$ cat src/rtl/instr_fetch_unit_if.sv
// Instruction-memory request/acknowledge bus between the fetch unit and imem.
// The fetch unit is the master; the memory (or its model) is the slave.
interface instr_fetch_unit_if;
  logic        imem_req;
  logic [31:0] imem_addr;
  logic [31:0] imem_rdata;
  logic        imem_ack;

  modport master (
    output imem_req,
    output imem_addr,
    input  imem_rdata,
    input  imem_ack
  );

  modport slave (
    input  imem_req,
    input  imem_addr,
    output imem_rdata,
    output imem_ack
  );
endinterface

$ cat src/rtl/instr_fetch_unit.sv
// Instruction fetch unit: owns PC and IR, fetches one word per fetch_go over
// the imem req/ack bus, and defers PC updates that arrive mid-fetch.
//
//   state | meaning
//   IDLE  | no request outstanding; fetch_go and pc_write act immediately
//   FETCH | imem_req held with imem_addr=pc until imem_ack
module instr_fetch_unit #(
  parameter logic [31:0] RESET_PC = 32'h0000_0000,
  parameter logic [31:0] RESET_IR = 32'h0000_0013
) (
  input  logic                       clk,
  input  logic                       rstn,
  input  logic                       fetch_go,
  input  logic                       pc_write,
  input  logic                       pc_src,
  input  logic [31:0]                target_addr,
  instr_fetch_unit_if.master         imem,
  output logic [31:0]                instr,
  output logic                       instr_valid,
  output logic [31:0]                pc,
  output logic [31:0]                pc_plus4,
  output logic                       busy,
  output logic                       misalign_err,
  output logic [31:0]                fetch_count
);

  typedef enum logic [1:0] {
    IDLE  = 2'b00,
    FETCH = 2'b01
  } state_t;

  state_t      state_q, state_d;
  logic [31:0] pc_q, pc_d;
  logic [31:0] ir_q, ir_d;
  logic [31:0] pend_q, pend_d;
  logic        pend_v_q, pend_v_d;
  logic        valid_q, valid_d;
  logic        mis_q, mis_d;
  logic [31:0] cnt_q, cnt_d;

  logic [31:0] upd_val;
  logic        upd_ok;
  logic        ack_hit;

  assign pc_plus4 = pc_q + 32'd4;
  assign ack_hit  = (state_q == FETCH) && imem.imem_ack;

  // Resolve the candidate PC; a target with bit1 set is rejected, never applied.
  always_comb begin
    upd_val = pc_plus4;
    upd_ok  = 1'b1;
    if (pc_src) begin
      upd_val = target_addr & ~32'h1;
      upd_ok  = ~target_addr[1];
    end
  end

  always_ff @(posedge clk or negedge rstn) begin
    if (!rstn) begin
      state_q  <= IDLE;
      pc_q     <= RESET_PC;
      ir_q     <= RESET_IR;
      pend_q   <= 32'd0;
      pend_v_q <= 1'b0;
      valid_q  <= 1'b0;
      mis_q    <= 1'b0;
      cnt_q    <= 32'd0;
    end else begin
      state_q  <= state_d;
      pc_q     <= pc_d;
      ir_q     <= ir_d;
      pend_q   <= pend_d;
      pend_v_q <= pend_v_d;
      valid_q  <= valid_d;
      mis_q    <= mis_d;
      cnt_q    <= cnt_d;
    end
  end

  always_comb begin
    state_d  = IDLE;
    pc_d     = pc_q;
    ir_d     = ir_q;
    pend_d   = pend_q;
    pend_v_d = 1'b0;
    valid_d  = 1'b0;
    cnt_d    = cnt_q;
    mis_d    = mis_q | (pc_write & pc_src & target_addr[1]);

    case (state_q)
      IDLE: begin
        state_d = fetch_go ? FETCH : IDLE;
        if (pc_write && upd_ok) pc_d = upd_val;
      end
      FETCH: begin
        if (imem.imem_ack) begin
          state_d = IDLE;
          ir_d    = imem.imem_rdata;
          cnt_d   = cnt_q + 32'd1;
          valid_d = 1'b1;
          // A write on the ack edge wins; the pending value is dropped either way.
          if (pc_write) begin
            if (upd_ok) pc_d = upd_val;
          end else if (pend_v_q) begin
            pc_d = pend_q;
          end
        end else begin
          state_d  = FETCH;
          pend_v_d = pend_v_q;
          if (pc_write && upd_ok) begin
            pend_d   = upd_val;
            pend_v_d = 1'b1;
          end
        end
      end
      default: begin
        state_d = IDLE;
        if (pc_write && upd_ok) pc_d = upd_val;
      end
    endcase
  end

  assign imem.imem_req  = (state_q == FETCH);
  assign imem.imem_addr = pc_q;
  assign busy           = (state_q == FETCH);
  assign instr          = ir_q;
  assign instr_valid    = valid_q;
  assign pc             = pc_q;
  assign misalign_err   = mis_q;
  assign fetch_count    = cnt_q;

  logic unused_ack_hit;
  assign unused_ack_hit = ack_hit;

endmodule
$ cat src/flat_wrapper.sv
// flat-port wrapper written by rule: the top's interface ports become plain ports
module instr_fetch_unit_flat 
#(
  parameter logic [31:0] RESET_PC = 32'h0000_0000,
  parameter logic [31:0] RESET_IR = 32'h0000_0013
)
  (clk, rstn, fetch_go, pc_write, pc_src, target_addr, instr, instr_valid, pc, pc_plus4, busy, misalign_err, fetch_count, imem_imem_req, imem_imem_addr, imem_imem_rdata, imem_imem_ack);
  instr_fetch_unit_if imem_i ();
  input  logic clk;
  input  logic rstn;
  input  logic fetch_go;
  input  logic pc_write;
  input  logic pc_src;
  input  logic [31:0] target_addr;
  output logic [31:0] instr;
  output logic instr_valid;
  output logic [31:0] pc;
  output logic [31:0] pc_plus4;
  output logic busy;
  output logic misalign_err;
  output logic [31:0] fetch_count;
  output wire logic [$bits(imem_i.imem_req)-1:0] imem_imem_req;
  output wire logic [$bits(imem_i.imem_addr)-1:0] imem_imem_addr;
  input wire logic [$bits(imem_i.imem_rdata)-1:0] imem_imem_rdata;
  input wire logic [$bits(imem_i.imem_ack)-1:0] imem_imem_ack;
  assign imem_imem_req = imem_i.imem_req;
  assign imem_imem_addr = imem_i.imem_addr;
  assign imem_i.imem_rdata = imem_imem_rdata;
  assign imem_i.imem_ack = imem_imem_ack;
  instr_fetch_unit #(.RESET_PC(RESET_PC), .RESET_IR(RESET_IR)) u_core (.clk(clk), .rstn(rstn), .fetch_go(fetch_go), .pc_write(pc_write), .pc_src(pc_src), .target_addr(target_addr), .imem(imem_i), .instr(instr), .instr_valid(instr_valid), .pc(pc), .pc_plus4(pc_plus4), .busy(busy), .misalign_err(misalign_err), .fetch_count(fetch_count));
endmodule
$ cat config.mk
export PLATFORM = sky130hd
export DESIGN_NAME = instr_fetch_unit_flat
export DESIGN_NICKNAME = d
export VERILOG_FILES = /design/src/rtl/instr_fetch_unit_if.sv /design/src/rtl/instr_fetch_unit.sv /design/src/flat_wrapper.sv
export SDC_FILE = /design/constraint.sdc
export NUM_CORES = 1
export LEC_CHECK = 0
export BUFFER_PORTS_ARGS = -buffer_cell sky130_fd_sc_hd__buf_4
export CAP_MARGIN = 20
export CORE_AREA = 2 2 116 118
export DETAILED_ROUTE_END_ITERATION = 16
export DIE_AREA = 0 0 118 120
export PLACE_DENSITY = 0.82
export SYNTH_ARGS = -nofsm -noshare
export SYNTH_HDL_FRONTEND = slang
export SYNTH_SLANG_ARGS = --single-unit
$ cat constraint.sdc
create_clock -name clk -period 5.6 [get_ports clk]
set_input_delay 0.84 -clock clk [delete_from_list [all_inputs] [get_ports clk]]
set_output_delay 0.84 -clock clk [all_outputs]
set_load 0.03 [all_outputs]
; Yosys cells after proc, flatten, opt, wreduce, memory -nomap -nowiden
; Index checks and enable logic that the tools add are counted.
[word_totals]
ff_bits = 133
input_bits = 70
output_inout_bits = 164
[classes]
addsub = 2
eq_ne = 5
muxes = 16
n_bitwise = 5
n_reduce_logical = 6
[ops]
columns = operator, n
row1 = 32-bit 2-to-1 mux, 7
row2 = "32-bit by 1-bit adder with 32-bit output, second input constant", 1
row3 = "32-bit by 3-bit adder with 32-bit output, second input constant", 1
row4 = 1-bit 2-to-1 mux, 8
row5 = "3-bit by 2-bit != test with 1-bit output, second input constant", 2
row6 = 2-bit case mux with 2 select lines, 1
row7 = 4-bit AND reduction, 1
row8 = "3-bit by 1-bit != test with 1-bit output, second input constant", 1
row9 = 3-bit AND reduction, 1
row10 = 1-bit AND, 2
row11 = "2-bit by 1-bit equality test with 1-bit output, second input constant", 1
row12 = 2-bit logical NOT, 1
row13 = "2-bit by 1-bit != test with 1-bit output, second input constant", 1
row14 = 1-bit inverter, 2
row15 = 2-bit AND reduction, 1
row16 = 2-bit nonzero test, 1
row17 = 1-bit logical AND, 1
row18 = 1-bit OR, 1

; Longest topological paths before layout
[depth]
word_depth = 6
mapped_depth = 8
mapped_depth_nobuf = 6

; Worst setup path before layout
; No wires, ideal clock.
[synth_path]
path_type = register to output
start = register u_core.pc_q[16], in the netlist u_core.imem.imem_addr[16]
end = output pc_plus4[29]
arrival_ns = 2.520
t_required_ns = 4.760
slack_ns = 2.240
path_stages_with_launch = 8
n_path_buf = 3
cell_sequence = dfrtp_1 buf_4 nand3_2 or4_4 buf_6 or3_1 clkbuf_1 xnor2_1
[synth_between]
elab_chain_cells = 1
[synth_rtl]
columns = item, line_no
row1 = from (decl), instr_fetch_unit.sv:33  ; logic [31:0] pc_q, pc_d;
row2 = from (signal assigned), instr_fetch_unit.sv:70  ; pc_q <= pc_d;
row3 = 32-bit by 3-bit adder with 32-bit output, instr_fetch_unit.sv:45  ; assign pc_plus4 = pc_q + 32'd4;
row4 = to (decl), flat_wrapper.sv:18  ; output logic [31:0] pc_plus4;
; Every way passes these cells.

; Worst setup path in the final report
[layout_path]
start = register u_core.pc_q[5], in the netlist u_core.imem.imem_addr[5]
end = output pc_plus4[29]
; The elaborated chain is that of the path after synthesis.

==> summary.txt <==
STA
  – Final critical-path share of the clock period: 68.7%
  – Max Clock Skew: approximately 11 ps
  – Final Hold Fails: 0
  – # setup viols final: 0
  – RSZ-0062 raised after global routing: no
  – Slew headroom: between 30% and 40%
  – Peak Freq: 260 MHz
  – Worst slew pin tran: roughly 970 ps
  – Final Max Tran Viols: 0
  – Setup TNS Final: 0 ps
  – Post-layout min period: approximately 3800 ps

Hold path
  – Hold crit path type: reg2reg

Setup path
  – Worst Reg-to-Reg Cells: 5
  – Critical Path AT: approximately 3000 ps
  – Reg2reg start: u_core.imem.imem_addr[5]
  – Critical path destination: pc_plus4[29]
  – CP required: between 4000 and 5000 ps
  – Worst setup path class: reg2out
  – Crit start category: flip-flop
  – Launch point of the worst path: u_core.imem.imem_addr[5]
  – Worst r2r dst: u_core.pend_q[31]
  – Worst setup EP type: primary output
  – R2R setup slack: 2890 ps
  – Crit path max fanout: 11

Clock network
  – Clk Latency, worst-skew pair: 420 ps
  – Bufs on Longest Clock Path: 2
  – CTS tree: done
  – Clock sink count: between 100 and 150
  – H-tree depth: 4
  – Post-CTS Setup Bufs: 0
  – Hold buffer count at cts: 0
  – Post_cts resized: 0
  – Clock-pin slew on the worst setup and hold paths: roughly 60 ps
  – Num CTS Buffers: 17
  – CTS Root Cell: clkbuf_16

Die
  – Initial Util: a little over half
  – Row count: 42
  – Die area: 14200 um^2
  – I/O Pins: 234
  – Die Span X: 118 um
  – Die extent in y: 120 um
  – Core Footprint: between 10000 and 15000 um^2

Placement
  – Port-buffer cells: 232
  – Post-DP HPWL: between 10 and 15 mm
  – RePlAce Congestion: between 0.8 and 0.9
  – Cells after DPL: 1126

Synthesis
  – Synth async-reset ratio: between 90% and 100%
  – Yosys cell types: 62
  – EDFF count, synth: 0
  – Post-Syn Instances: 789
  – Top FF cell, synth: dfrtp_1
  – Seq/Total Area, Yosys: 47.3%
  – Synth Warn #: 0
  – Syn_area_per_cell: ~8.9 um^2
  – Synth Register Bits: about 130
  – Cell area after synthesis: 6990 um^2
  – Synthesized net count: 861

GRT
  – Total grt overflow: 0
  – Largest net degree at the start of global routing: between 60 and 70
  – GRT Total Usage: 28.4%
  – Initial antenna violation count: 0
  – Vias in the first global route: between 6000 and 7000
  – First-pass GRT wire length: approximately 32 mm

Power
  – Power Dens Cells: about 460 nW/um^2
  – Leak Pwr: around 4.5 nW
  – Max VDD drop: between 300 and 400 uV

Routing
  – Final ANT Viol Nets: 0
  – WL/cell: about 17 um
  – Vias per inst: 5.60
  – DRC viols: 0
  – Via count: approximately 6500
  – DR iter-0 viols: 585
  – First-pass DRT Iterations: 5
  – Post-Route WL: about 20 mm

Finish
  – Share of cells above drive strength 1: 29.9%
  – Reg area: around 3300 um^2
  – Most frequent cells in the layout: 240 x buf_4, 181 x nand2_1, 129 x dfrtp_1
  – Fill cells: between 1000 and 1500
  – Diodes inserted: 0
  – Area growth syn-to-layout: 32.1%
  – Most common library cell in the layout ignoring fill and taps: buf_4
  – Non-filler instance count after layout: approximately 1200
  – Final #Nets: between 1000 and 1500
  – Multi-input logic area: ~3200 um^2

Outcome
  – Status: finished, final reports clean

Flow run
  – Max Cap Violations: 0
cells by family (layout without fill, tap and decap cells):
group | after synthesis | after routing | synth area share (%)
AOI/OAI and AO/OA | 126 | 126 | 11.5
and+or+nand+nor | 363 | 363 | 24.7
xor gates and xnor gates | 55 | 55 | 6.89
adders and majority gates | 2 | 2 | 0.358
muxes | 14 | 14 | 2.00
buffers and inverters | 97 | 292 | 7.28
DFF | 132 | 132 | 47.3
per-stage QoR:
step	total power, W	util, %	hold slack (ps)	instance area, um^2	worst slack (ps)
floorplan	0.00253	-	439	6990	2240
global placement	0.00308	66.3	444	8600	2210
detailed placement	0.00311	66.3	447	8600	2150
CTS	0.00427	71.0	458	9220	1790
global route	0.00446	71.1	474	9240	1540
finish	0.00426	71.1	456	9240	1750
flip-flops by register name, indices dropped and copies added, names as in the netlist:
| name | flops |
|---|---|
| u_core.instr | 32 |
| u_core.pend_v_q | 1 |
| u_core.instr_valid | 1 |
| u_core.pend_q | 32 |
| u_core.fetch_count | 32 |
| u_core.imem.imem_addr | 32 |
| u_core.state_q | 1 |
| u_core.misalign_err | 1 |
cell usage after synthesis, drive strengths merged, types with 5 or more instances:
| cell type | n | area [um^2] |
|---|---|---|
| or3 | 6 | 42.5 |
| a221o | 5 | 50.1 |
| nor2 | 39 | 146 |
| a31oi | 6 | 37.5 |
| dfrtp | 129 | 3230 |
| nand4 | 18 | 128 |
| nand3 | 42 | 215 |
| and4 | 8 | 71.3 |
| nor4 | 16 | 106 |
| mux2i | 14 | 140 |
| buf | 43 | 307 |
| o31ai | 5 | 37.5 |
| inv | 17 | 63.8 |
| nand2b | 6 | 37.5 |
| clkbuf | 35 | 131 |
| nor3 | 13 | 65.1 |
| nand2 | 181 | 679 |
| xnor2 | 36 | 315 |
| a21oi | 27 | 135 |
| xor2 | 19 | 166 |
| and3 | 13 | 81.3 |
| or2 | 5 | 31.3 |
| o21ai | 43 | 215 |
critical path, cell delays in order, from the launching register on:
cell	delay [ps]
dfrtp_1	480
nand4_1	440
or3_1	720
or3_1	560
xnor2_1	200
buf_4	180
worst min path at each step:
| stage | startpoint | to | slack [ps] | cells past startpoint |
|---|---|---|---|---|
| after floorplan | u_core.pend_q[0] | u_core.pend_q[0] | 440 | 2 |
| after CTS | u_core.instr[4] | u_core.instr[4] | 460 | 2 |
| after global placement | u_core.misalign_err | u_core.misalign_err | 440 | 1 |
| after global routing | u_core.instr[4] | u_core.instr[4] | 470 | 2 |
| final | u_core.instr[4] | u_core.instr[4] | 460 | 2 |
| after detailed placement | u_core.instr[4] | u_core.instr[4] | 450 | 2 |
per-layer routing:
layer  routed length (um)  global-route usage, %  up-vias  share of wire, %
met5                    0                      0        -                 0
met4                  430                   10.4        0               2.2
met3                 1590                   8.08       35               8.1
met2                 9280                   43.8      286                47
met1                 8290                   38.4     3111                42
li1                     -                      -     3062                 -
report_power, final:
| group | switching [W] | internal, W | total [W] |
|---|---|---|---|
| Combinational | 0.00105 | 0.000612 | 0.00167 |
| Sequential | 0.000261 | 0.00118 | 0.00144 |
| Clock | 0.000438 | 0.000716 | 0.00115 |
area by class of cell:
type	count	share of cell area, %
clock buffers	18	4.76
well taps	176	2.38
clock inverters	14	1.92
flip-flops and latches	132	35.8
repair buffers	241	19.6
multi-input cells	560	34.7
inverters	19	0.772
No activity file was read; power rests on OpenSTA's default activity.
